$ cat config.mk
export PLATFORM = sky130hd
export DESIGN_NAME = rf_write_arbiter_flat
export DESIGN_NICKNAME = d
export VERILOG_FILES = /design/src/rtl/rf_write_arbiter_pkg.sv /design/src/rtl/rf_write_arbiter_if.sv /design/src/rtl/rf_wr_fifo.sv /design/src/rtl/rf_write_arbiter.sv /design/src/flat_wrapper.sv
export SDC_FILE = /design/constraint.sdc
export NUM_CORES = 1
export LEC_CHECK = 0
export BUFFER_PORTS_ARGS = -buffer_cell sky130_fd_sc_hd__buf_4
export CAP_MARGIN = 20
export CELL_PAD_IN_SITES_DETAIL_PLACEMENT = 0
export CELL_PAD_IN_SITES_GLOBAL_PLACEMENT = 1
export CORE_MARGIN = 2
export CORE_UTILIZATION = 29
export CTS_BUF_LIST = sky130_fd_sc_hd__clkbuf_16
export DETAILED_ROUTE_END_ITERATION = 10
export PLACE_DENSITY = 0.65
export SKIP_LAST_GASP = 1
export SLEW_MARGIN = 25
export SYNTH_ARGS = -nofsm -noshare
export SYNTH_HDL_FRONTEND = slang
export SYNTH_SLANG_ARGS = --single-unit
$ cat constraint.sdc
create_clock -name clk -period 5.05 [get_ports clk]
set_clock_uncertainty 0.2 [all_clocks]
set_input_delay 0.7575 -clock clk [delete_from_list [all_inputs] [get_ports clk]]
set_output_delay 0.7575 -clock clk [all_outputs]
set_load 0.1 [all_outputs]
$ cat src/rtl/rf_write_arbiter_pkg.sv
`default_nettype none
// ============================================================================
// Module   : rf_write_arbiter_pkg
// Brief    : Shared register-file widths, write-entry type and helpers.
// Revision : 1.0 - initial release
// ============================================================================
package rf_write_arbiter_pkg;

    localparam int c_reg_w    = 3;
    localparam int c_data_w   = 16;
    localparam int c_num_regs = 1 << c_reg_w;

    typedef struct packed {
        logic [c_reg_w-1:0]  dest;
        logic [c_data_w-1:0] data;
    } wr_entry_t;

    function automatic logic [c_num_regs-1:0] dest_onehot(input logic [c_reg_w-1:0] dest);
        dest_onehot       = '0;
        dest_onehot[dest] = 1'b1;
    endfunction

endpackage
`default_nettype wire

$ cat src/rtl/rf_write_arbiter_if.sv
`default_nettype none
// ============================================================================
// Module   : rf_write_arbiter_if
// Brief    : WB / aux / register-file / hazard-unit signals of the arbiter.
// Revision : 1.0 - initial release
// ============================================================================
interface rf_write_arbiter_if #(
    parameter int FIFO_DEPTH = 2
);
    import rf_write_arbiter_pkg::*;

    localparam int c_cnt_w = $clog2(FIFO_DEPTH) + 1;

    logic                  wb_write_en;
    logic [c_reg_w-1:0]    wb_write_dest;
    logic [c_data_w-1:0]   wb_write_data;
    logic                  aux_valid;
    logic                  aux_ready;
    logic [c_reg_w-1:0]    aux_dest;
    logic [c_data_w-1:0]   aux_data;
    logic                  reg_write_en;
    logic [c_reg_w-1:0]    reg_write_dest;
    logic [c_data_w-1:0]   reg_write_data;
    logic [c_num_regs-1:0] pending_dest_mask;
    logic                  bubble_req;
    logic [c_cnt_w-1:0]    fifo_count;

    modport slave (
        input  wb_write_en, wb_write_dest, wb_write_data,
        input  aux_valid, aux_dest, aux_data,
        output aux_ready,
        output reg_write_en, reg_write_dest, reg_write_data,
        output pending_dest_mask, bubble_req, fifo_count
    );

    modport master (
        output wb_write_en, wb_write_dest, wb_write_data,
        output aux_valid, aux_dest, aux_data,
        input  aux_ready,
        input  reg_write_en, reg_write_dest, reg_write_data,
        input  pending_dest_mask, bubble_req, fifo_count
    );

endinterface
`default_nettype wire

$ cat src/rtl/rf_wr_fifo.sv
`default_nettype none
// ============================================================================
// Module   : rf_wr_fifo
// Brief    : Synchronous aux write buffer exposing head, count and per-entry
//            valid/dest so the parent can build the pending-destination mask.
// Revision : 1.0 - initial release
// ============================================================================
module rf_wr_fifo
    import rf_write_arbiter_pkg::*;
#(
    parameter int DEPTH = 2
) (
    input  wire logic                           clk,
    input  wire logic                           rst,
    input  wire logic                           push,
    input  wire wr_entry_t                      push_entry,
    input  wire logic                           pop,
    output wr_entry_t                           head,
    output logic [$clog2(DEPTH):0]              count,
    output logic [DEPTH-1:0]                    entry_valid,
    output logic [DEPTH-1:0][c_reg_w-1:0]       entry_dest
);

    localparam int c_ptr_w = $clog2(DEPTH);

    wr_entry_t          r_mem [DEPTH];
    logic [DEPTH-1:0]   r_valid;
    logic [c_ptr_w-1:0] r_wr_ptr;
    logic [c_ptr_w-1:0] r_rd_ptr;
    logic [c_ptr_w:0]   r_count;

    always_ff @(posedge clk) begin
        if (push) begin
            r_mem[r_wr_ptr] <= push_entry;
        end
    end

    // Pointers wrap naturally because DEPTH is a power of two.
    always_ff @(posedge clk) begin
        if (rst) begin
            r_valid  <= '0;
            r_wr_ptr <= '0;
            r_rd_ptr <= '0;
            r_count  <= '0;
        end else begin
            if (push) begin
                r_valid[r_wr_ptr] <= 1'b1;
                r_wr_ptr          <= r_wr_ptr + 1'b1;
            end
            if (pop) begin
                r_valid[r_rd_ptr] <= 1'b0;
                r_rd_ptr          <= r_rd_ptr + 1'b1;
            end
            case ({push, pop})
                2'b10:   r_count <= r_count + 1'b1;
                2'b01:   r_count <= r_count - 1'b1;
                default: r_count <= r_count;
            endcase
        end
    end

    assign head        = r_mem[r_rd_ptr];
    assign count       = r_count;
    assign entry_valid = r_valid;

    for (genvar i = 0; i < DEPTH; i++) begin : g_entry_dest
        assign entry_dest[i] = r_mem[i].dest;
    end

endmodule
`default_nettype wire

$ cat src/rtl/rf_write_arbiter.sv
`default_nettype none
// ============================================================================
// Module   : rf_write_arbiter
// Brief    : Shares the register-file write port between WB (fixed priority,
//            combinational) and a FIFO-buffered aux requester with bounded wait.
// Revision : 1.0 - initial release
// ============================================================================
module rf_write_arbiter
    import rf_write_arbiter_pkg::*;
#(
    parameter int FIFO_DEPTH   = 2,
    parameter int STARVE_LIMIT = 4
) (
    input  wire logic          clk,
    input  wire logic          rst,
    rf_write_arbiter_if.slave  bus
);

    localparam int         c_cnt_w        = $clog2(FIFO_DEPTH) + 1;
    localparam logic [3:0] c_starve_limit = 4'(STARVE_LIMIT);

    wr_entry_t                          w_head;
    logic [c_cnt_w-1:0]                 w_count;
    logic [FIFO_DEPTH-1:0]              w_entry_valid;
    logic [FIFO_DEPTH-1:0][c_reg_w-1:0] w_entry_dest;
    logic                               w_empty;
    logic                               w_full;
    logic                               w_aux_ready;
    logic                               w_push;
    logic                               w_pop;
    logic [c_num_regs-1:0]              w_mask;
    logic                               w_wr_en;
    logic [c_reg_w-1:0]                 w_wr_dest;
    logic [c_data_w-1:0]                w_wr_data;
    logic [3:0]                         r_starve_cnt;

    // aux_ready depends only on registered occupancy, never on this cycle's grant.
    assign w_empty     = (w_count == '0);
    assign w_full      = (w_count == c_cnt_w'(FIFO_DEPTH));
    assign w_aux_ready = !rst && !w_full;
    assign w_push      = bus.aux_valid && w_aux_ready;
    assign w_pop       = !rst && !bus.wb_write_en && !w_empty;

    rf_wr_fifo #(
        .DEPTH       (FIFO_DEPTH)
    ) u_fifo (
        .clk         (clk),
        .rst         (rst),
        .push        (w_push),
        .push_entry  ({bus.aux_dest, bus.aux_data}),
        .pop         (w_pop),
        .head        (w_head),
        .count       (w_count),
        .entry_valid (w_entry_valid),
        .entry_dest  (w_entry_dest)
    );

    always_comb begin
        w_wr_en   = 1'b0;
        w_wr_dest = '0;
        w_wr_data = '0;
        if (!rst) begin
            if (bus.wb_write_en) begin
                w_wr_en   = 1'b1;
                w_wr_dest = bus.wb_write_dest;
                w_wr_data = bus.wb_write_data;
            end else if (!w_empty) begin
                w_wr_en   = 1'b1;
                w_wr_dest = w_head.dest;
                w_wr_data = w_head.data;
            end
        end
    end

    always_comb begin
        w_mask = '0;
        for (int i = 0; i < FIFO_DEPTH; i++) begin
            if (w_entry_valid[i]) begin
                w_mask = w_mask | dest_onehot(w_entry_dest[i]);
            end
        end
    end

    // Counts edges where a waiting head lost to WB; saturates at the limit.
    always_ff @(posedge clk) begin
        if (rst || w_empty || w_pop) begin
            r_starve_cnt <= '0;
        end else if (r_starve_cnt != c_starve_limit) begin
            r_starve_cnt <= r_starve_cnt + 4'd1;
        end
    end

    assign bus.aux_ready         = w_aux_ready;
    assign bus.reg_write_en      = w_wr_en;
    assign bus.reg_write_dest    = w_wr_dest;
    assign bus.reg_write_data    = w_wr_data;
    assign bus.pending_dest_mask = rst ? '0 : w_mask;
    assign bus.bubble_req        = !rst && (r_starve_cnt == c_starve_limit);
    assign bus.fifo_count        = rst ? '0 : w_count;

endmodule
`default_nettype wire

$ cat src/flat_wrapper.sv
// flat-port wrapper written by rule: the top's interface ports become plain ports
module rf_write_arbiter_flat import rf_write_arbiter_pkg::*;
#(
    parameter int FIFO_DEPTH   = 2,
    parameter int STARVE_LIMIT = 4
)
  (clk, rst, bus_wb_write_en, bus_wb_write_dest, bus_wb_write_data, bus_aux_valid, bus_aux_dest, bus_aux_data, bus_aux_ready, bus_reg_write_en, bus_reg_write_dest, bus_reg_write_data, bus_pending_dest_mask, bus_bubble_req, bus_fifo_count);
  rf_write_arbiter_if #(.FIFO_DEPTH(FIFO_DEPTH)) bus_i ();
  input  wire logic clk;
  input  wire logic rst;
  input wire logic [$bits(bus_i.wb_write_en)-1:0] bus_wb_write_en;
  input wire logic [$bits(bus_i.wb_write_dest)-1:0] bus_wb_write_dest;
  input wire logic [$bits(bus_i.wb_write_data)-1:0] bus_wb_write_data;
  input wire logic [$bits(bus_i.aux_valid)-1:0] bus_aux_valid;
  input wire logic [$bits(bus_i.aux_dest)-1:0] bus_aux_dest;
  input wire logic [$bits(bus_i.aux_data)-1:0] bus_aux_data;
  output wire logic [$bits(bus_i.aux_ready)-1:0] bus_aux_ready;
  output wire logic [$bits(bus_i.reg_write_en)-1:0] bus_reg_write_en;
  output wire logic [$bits(bus_i.reg_write_dest)-1:0] bus_reg_write_dest;
  output wire logic [$bits(bus_i.reg_write_data)-1:0] bus_reg_write_data;
  output wire logic [$bits(bus_i.pending_dest_mask)-1:0] bus_pending_dest_mask;
  output wire logic [$bits(bus_i.bubble_req)-1:0] bus_bubble_req;
  output wire logic [$bits(bus_i.fifo_count)-1:0] bus_fifo_count;
  assign bus_i.wb_write_en = bus_wb_write_en;
  assign bus_i.wb_write_dest = bus_wb_write_dest;
  assign bus_i.wb_write_data = bus_wb_write_data;
  assign bus_i.aux_valid = bus_aux_valid;
  assign bus_i.aux_dest = bus_aux_dest;
  assign bus_i.aux_data = bus_aux_data;
  assign bus_aux_ready = bus_i.aux_ready;
  assign bus_reg_write_en = bus_i.reg_write_en;
  assign bus_reg_write_dest = bus_i.reg_write_dest;
  assign bus_reg_write_data = bus_i.reg_write_data;
  assign bus_pending_dest_mask = bus_i.pending_dest_mask;
  assign bus_bubble_req = bus_i.bubble_req;
  assign bus_fifo_count = bus_i.fifo_count;
  rf_write_arbiter #(.FIFO_DEPTH(FIFO_DEPTH), .STARVE_LIMIT(STARVE_LIMIT)) u_core (.clk(clk), .rst(rst), .bus(bus_i));
endmodule
==> summary.txt, run 1 <==
Run status
  – Status: finished, final reports clean

Logic synthesis
  – Top cells by area, synth: edfxtp_1 51%, dfxtp_1 9.8%, mux2i_1 9.3%
  – Sequential-to-total area share from yosys stat: 60.4%
  – Post-synthesis cell count: 199
  – Synth top cells by count: 38 x edfxtp_1, 23 x nand2_1, 21 x mux2i_1
  – Multiplexer share of the synthesized area: 9.32%
  – Cell taking the most area after synthesis: edfxtp_1
  – Ys flop type: edfxtp_1
  – Most numerous cell in the Yosys netlist: edfxtp_1
  – Mean Syn Cell Area: 11.3 um^2
  – Post-synth top area share: 50.6%
  – Synth Area in Adders: about 1.7%
  – Post-Syn Area: 0.00225 mm^2
  – Synthesis Warnings: 0
  – Post-synth EDFFs: 38
  – Async SR Flop Fraction: 0%
  – Flops & latches, synth: 49
  – Compound-Gate Fraction of Synth Area: 9.21%
  – Xor and xnor fraction of the mapped netlist area: 1.55%
  – Post-synth cell types: 33
  – Main combinational cell family by area after synthesis: simple AND/OR/NAND/NOR gates
  – Syn_nets: roughly 240
  – Synth Area in Simple Gates: 14.1%

Clock network
  – CTS Buffer Depth: 2
  – Clock buffer count from CTS: 5
  – CTS tree: yes
  – CTS clk-pin slew, worst paths: 0.06 ns
  – Sink Count: 49
  – CTS H-tree depth: 2
  – Number of cells upsized or downsized after cts: 0
  – CTS Hold Bufs: 0
  – CTS root buf: clkbuf_16
  – Postcts setup bufs: 0
  – Clock latency on the worst-skew pair: around 0.28 ns

Route
  – Vias per inst: approximately 4.5
  – DR pass1 iterations: 4
  – Post-route ant nets: 0
  – DR vias: 1,684
  – DR WL/cell: roughly 13 um
  – DRC viols: 0
  – Final wirelength: 4790 um
  – Initial DRC Count: 44

Worst setup path
  – FF-to-FF Start: u_core.u_fifo.count[0]
  – Instance count on the critical path: 5
  – Slowest stage delay, CP: around 0.57 ns
  – CP Cell Sequence: buf_4, o21bai_2, nand2b_1, o21ai_1, buf_4
  – CP delay by family, top: simple AND/OR/NAND/NOR gates
  – Worst Setup SP: bus_wb_write_en
  – Crit Path Class: in -> out
  – CP most frequent cell: buf_4
  – Crit path buf inv count: 2
  – Crit path max fanout: 20
  – CP Launch Type: primary input
  – Slowest CP cell: nand2b_1
  – Worst EP arrival: 2.29 ns
  – Worst r2r path cells: 6
  – R2R setup slack: 2.45 ns
  – Worst setup endpoint: bus_reg_write_data[9]
  – Required time of the worst setup path: approximately 4 ns
  – Endpoint class of the critical path: primary output
  – FF-to-FF End: u_core.u_fifo.count[1]

STA
  – Final Setup Violations: 0
  – Period minus WS final: 3.25 ns
  – Max transition margin: between 30% and 40%
  – RSZ-0062 raised after global routing: no
  – Max Clock Freq: 308 MHz
  – Slew Limit Fails: 0
  – Hold Fails Final Rpt: 0
  – Measured slew at the worst slew-check pin: 0.982 ns
  – Fin crit share: 64.4%
  – Setup TNS Final: 0 ns

Global routing
  – First-pass GRT wire length: 7780 um
  – Largest net degree at the start of global routing: 22
  – Total GRT Usage: a little under an eighth
  – Antenna violations before repair: 0
  – Congestion Overflow GR: 0
  – Number of global-route vias before repair: 1,637

Worst hold path
  – Worst min path class: reg -> reg
  – Worst hold path depth: 2

Floorplan
  – Die W: around 92 um
  – I/O Pins: 74
  – DIE HEIGHT: between 90 and 100 um
  – FP Rows: 32
  – Die footprint: 0.00850 mm^2
  – Core Box Area: 0.00765 mm^2
  – Initial Util: 29.5%

Run
  – Max-cap check violation count: 0

Pwr
  – Leakage: 1.19 nW
  – Worst VDD drop: a little under 200 uV
  – Power density cells: 359 mW/mm^2

Cells and area
  – Non-filler cells, final: around 370
  – Layout Nets: 316
  – N_diodes: 0
  – Multi-input gate area: 821 um^2
  – FF+latch area: 0.00136 mm^2
  – Share of layout cells above drive strength 1: between 30% and 40%
  – Area growth syn-to-layout: 35.8%
  – Fillers: 763

Place
  – RD Place Congestion: 0.757
  – HPWL after DPL: 3350 um
  – Port buffer count: 73
  – # placed instances: 366
metal layers:
metal / track usage [%] / wire, um
met1: 14.7 / 2070
met2: 19.4 / 2350
met3: 3.45 / 344
met4: 2.49 / 17
met5: 0 / 0
kinds of logic (layout without fill, tap and decap cells):
family	Yosys count	after routing
AOI/OAI and AO/OA	37	37
xor gates and xnor gates	4	4
adders and majority gates	3	3
buffers and inverters	17	90
DFF	49	49
muxes	21	21
and+or+nand+nor	68	68
worst min-delay path by stage:
| stage | startpoint | to | slack (ns) |
|---|---|---|---|
| 5_1_grt | u_core.u_fifo.entry_valid[0] | u_core.u_fifo.entry_valid[0] | 0.35 |
| 3_3_place_gp | u_core.u_fifo.entry_valid[1] | u_core.u_fifo.entry_valid[1] | 0.28 |
| 3_5_place_dp | u_core.u_fifo.entry_valid[1] | u_core.u_fifo.entry_valid[1] | 0.29 |
| 4_1_cts | u_core.u_fifo.entry_valid[1] | u_core.u_fifo.entry_valid[1] | 0.31 |
| 2_1_floorplan | u_core.u_fifo.entry_valid[1] | u_core.u_fifo.entry_valid[1] | 0.26 |
| 6_report | u_core.u_fifo.entry_valid[1] | u_core.u_fifo.entry_valid[1] | 0.31 |
worst reg2reg max path, stage by stage, from the launching register on:
cell	delay, ns
dfxtp_1	0.39
o21bai_2	0.23
nand2b_1	0.72
inv_2	0.06
ha_1	0.34
or4_1	0.53
nand2_1	0.08
placed cells by master, fill, tap and decap left out, drive strengths merged, types with 2 or more instances in the layout:
master | synthesis | final
nor2 | 18 | 18
a21oi | 7 | 7
o21ai | 24 | 24
buf | 8 | 74
nand2 | 23 | 23
ha | 3 | 3
nand2b | 2 | 2
nor2b | 10 | 10
xnor2 | 3 | 3
nand3 | 7 | 7
clkbuf | 1 | 5
or3 | 2 | 2
a22oi | 3 | 3
edfxtp | 38 | 38
inv | 8 | 9
dfxtp | 11 | 11
mux2i | 21 | 21
cell type report:
cell class | instances | share of cell area, %
tap | 102 | 4.17
sequential | 49 | 44.4
clock inverter | 3 | 1.39
multi-input combinational | 133 | 26.8
timing repair buffer | 74 | 18.1
inverter | 8 | 0.980
clock buffer | 5 | 4.08
state kept, by name (all words and copies together), names as in the netlist, named ones only:
name / flops
u_core.u_fifo.r_mem: 38
u_core.r_starve_cnt: 4
u_core.u_fifo.count: 2
u_core.u_fifo.entry_valid: 2
u_core.u_fifo.r_rd_ptr: 1
u_core.u_fifo.r_wr_ptr: 1
where the power goes:
group	switching, mW	leakage (nW)	internal (mW)
combinational	0.184	0.665	0.0764
clock	0.134	0.0852	0.232
sequential	0.0143	0.439	0.457
total	0.333	1.19	0.766
through the flow:
stage	instance area, um^2	setup WS (ns)	hold WS [ns]	power, mW	utilization, %
floorplan	2250	0.939	0.258	0.676	-
global placement	2890	1.79	0.284	0.741	37.7
detailed placement	2890	1.77	0.295	0.744	37.8
CTS	3060	1.77	0.312	1.11	40.0
global route	3060	1.63	0.353	1.14	40.1
finish	3060	1.80	0.307	1.10	40.1
Note: power is estimated with default switching activity, not from simulation.
==> inputs of run 2 (changes only) <==
clock period = 3.1 ns   (was 5.05 ns; I/O delays follow)
==> run 2 against run 1 <==
- total power rose by 63%
- non-clock buffer count rose by 4
- count of clock-buffer cells in the layout did not move
- wire length rose by 0.69%
- die area did not move
- global-route usage fell by 0.089 points
- cell area rose by 0.86%
- sequential share of layout area fell by 0.38 points
- core utilization rose by 0.34 points
- first-iteration DRC count rose by 18%
- critical path depth did not move
- combinational power rose by 64%
- critical path type is now reg -> out
- critical endpoint is now bus_reg_write_data[1]
- largest cell class unchanged
- largest power group unchanged
==> summary.txt, run 2 (synthesized netlist as in run 1, its figures left out) <==
Run status
  – Status: finished, final reports clean

Global routing
  – Congestion Overflow GR: 0 (unchanged)
  – Antenna violations before repair: 0 (unchanged)
  – Largest net degree at the start of global routing: 22 (unchanged)
  – First-pass GRT wire length: 7600 um (-2.3%)
  – Number of global-route vias before repair: 1,612 (-1.5%)
  – Total GRT Usage: 11.4% (-0.089 points)

Clock network
  – CTS root buf: clkbuf_16
  – CTS tree: yes
  – Sink Count: 49 (unchanged)
  – Clock buffer count from CTS: 5 (unchanged)
  – CTS clk-pin slew, worst paths: 0.06 ns (about the same)
  – CTS Hold Bufs: 0 (unchanged)
  – CTS H-tree depth: 2 (unchanged)
  – Number of cells upsized or downsized after cts: 0 (unchanged)
  – Clock latency on the worst-skew pair: 0.28 ns (about the same)
  – Postcts setup bufs: 0 (unchanged)
  – CTS Buffer Depth: 2 (unchanged)

Route
  – Post-route ant nets: 0 (unchanged)
  – Initial DRC Count: 52 (+18%)
  – Final wirelength: 4820 um (+0.69%)
  – Vias per inst: 4.39 (-2.4%)
  – DRC viols: 0 (unchanged)
  – DR vias: 1,661 (-1.4%)
  – DR WL/cell: 12.7 um (-0.38%)
  – DR pass1 iterations: 4 (unchanged)

Worst setup path
  – Crit path max fanout: 20 (unchanged)
  – CP Launch Type: flip-flop
  – Worst EP arrival: 1.77 ns (-0.52 ns)
  – Crit Path Class: reg -> out
  – Required time of the worst setup path: 2.43 ns (-1.66 ns)
  – Endpoint class of the critical path: primary output
  – R2R setup slack: 0.89 ns (-1.56 ns)

Worst hold path
  – Worst min path class: in -> reg

Floorplan
  – FP Rows: 32 (unchanged)
  – Die footprint: 0.00850 mm^2 (unchanged)
  – DIE HEIGHT: 92.2 um (unchanged)
  – Initial Util: 29.5% (unchanged)
  – I/O Pins: 74 (unchanged)
  – Core Box Area: 0.00765 mm^2 (unchanged)
  – Die W: 92.2 um (unchanged)

Cells and area
  – Most frequent cells in the layout: 78 x buf_4, 38 x edfxtp_1, 23 x nand2_1, 21 x mux2i_1, 19 x o21ai_1
  – Layout Nets: 320 (+1.3%)
  – Largest Register: u_core.u_fifo.r_mem
  – Max reg flops: 38 (unchanged)
  – Fillers: 782 (+2.5%)
  – N_diodes: 0 (unchanged)
  – Commonest non-fill, non-tap cell in the layout: buf_4
  – Area growth syn-to-layout: 37.0%
  – Biggest regs: u_core.u_fifo.r_mem (38), u_core.r_starve_cnt (4)
  – Share of layout cells above drive strength 1: 33.7% (+2.1 points)

STA
  – Hold slack final: 0.163 ns (-0.144 ns)
  – Max transition margin: 66.6% (+32 points)
  – Final WS setup: 0.664 ns (-1.13 ns)
  – Period minus WS final: 2.44 ns
  – Setup TNS Final: 0 ns (unchanged)
  – RSZ-0062 raised after global routing: no
  – Measured slew at the worst slew-check pin: 0.501 ns (-0.481 ns)
  – Fin crit share: 78.6%
  – Final Setup Violations: 0 (unchanged)
  – Max Clock Freq: between 400 and 500 MHz
  – Slew Limit Fails: 0 (unchanged)
  – Hold Fails Final Rpt: 0 (unchanged)

Place
  – Port buffer count: 73 (unchanged)
  – HPWL after DPL: 3400 um (+1.5%)
  – Setup WS pre-CTS: 0.763 ns (-1.01 ns)
  – RD Place Congestion: 0.752 (-0.59%)

Pwr
  – Leakage: 1.20 nW (+0.68%)
  – Power density cells: 580 mW/mm^2 (+62%)
  – Worst VDD drop: 255 uV (+31%)

Run
  – Max-cap check violation count: 0 (unchanged)
run 2: cell types whose count changed in the layout (fill, tap and decap cells not counted), sizes merged:
| cell | change |
|---|---|
| buf | +4 |
| clkinvlp | +1 |
| inv | -1 |
run 2: worst paths after layout:
path                                              startpoint                      endpoint  cells past startpoint
worst min register to register  u_core.u_fifo.entry_valid[1]  u_core.u_fifo.entry_valid[1]                      2
worst max-delay path                  u_core.u_fifo.count[0]         bus_reg_write_data[1]                      5
worst max register to register        u_core.u_fifo.count[0]        u_core.u_fifo.count[1]                      7
worst min-delay path                         bus_aux_data[3]     u_core.u_fifo.r_mem[1][3]                      1
run 2: metal layers:
layer	track usage, %	vias to the layer above	routed length (um)
met5	0	-	0
met3	3.45	5	308
met2	19.5	53	2320
li1	-	855	-
met1	14.0	748	2140
met4	3.11	0	42
run 2: layout make-up:
type                    count  area (um^2)  area share [%]
multi-input cells         133          818            26.5
well taps                 102          128            4.13
inverters                   8         30.0           0.972
repair buffers             78          586            19.0
flip-flops and latches     49         1360            44.1
clock buffers               5          125            4.05
clock inverters             3         41.3            1.34
run 2: per-stage QoR:
step,utilization (%),total power [mW],instances,instance area (um^2)
after floorplan,-,1.10,199,2260
after global placement,38.2,1.21,370,2920
after detailed placement,38.2,1.22,370,2920
after CTS,40.4,1.82,378,3090
after global routing,40.4,1.87,378,3090
final,40.4,1.79,378,3090
run 2: worst max-delay path, cell delays in order (launching register included):
cell      delay (ns)
dfxtp_1         0.50
o21bai_2        0.15
nand2b_1        0.15
buf_4           0.21
o21ai_1         0.16
buf_4           0.31
run 2: where the power goes:
group | leakage [nW] | internal, mW | switching [mW]
Combinational | 0.681 | 0.128 | 0.299
Sequential | 0.439 | 0.744 | 0.0240
Clock | 0.0775 | 0.377 | 0.219
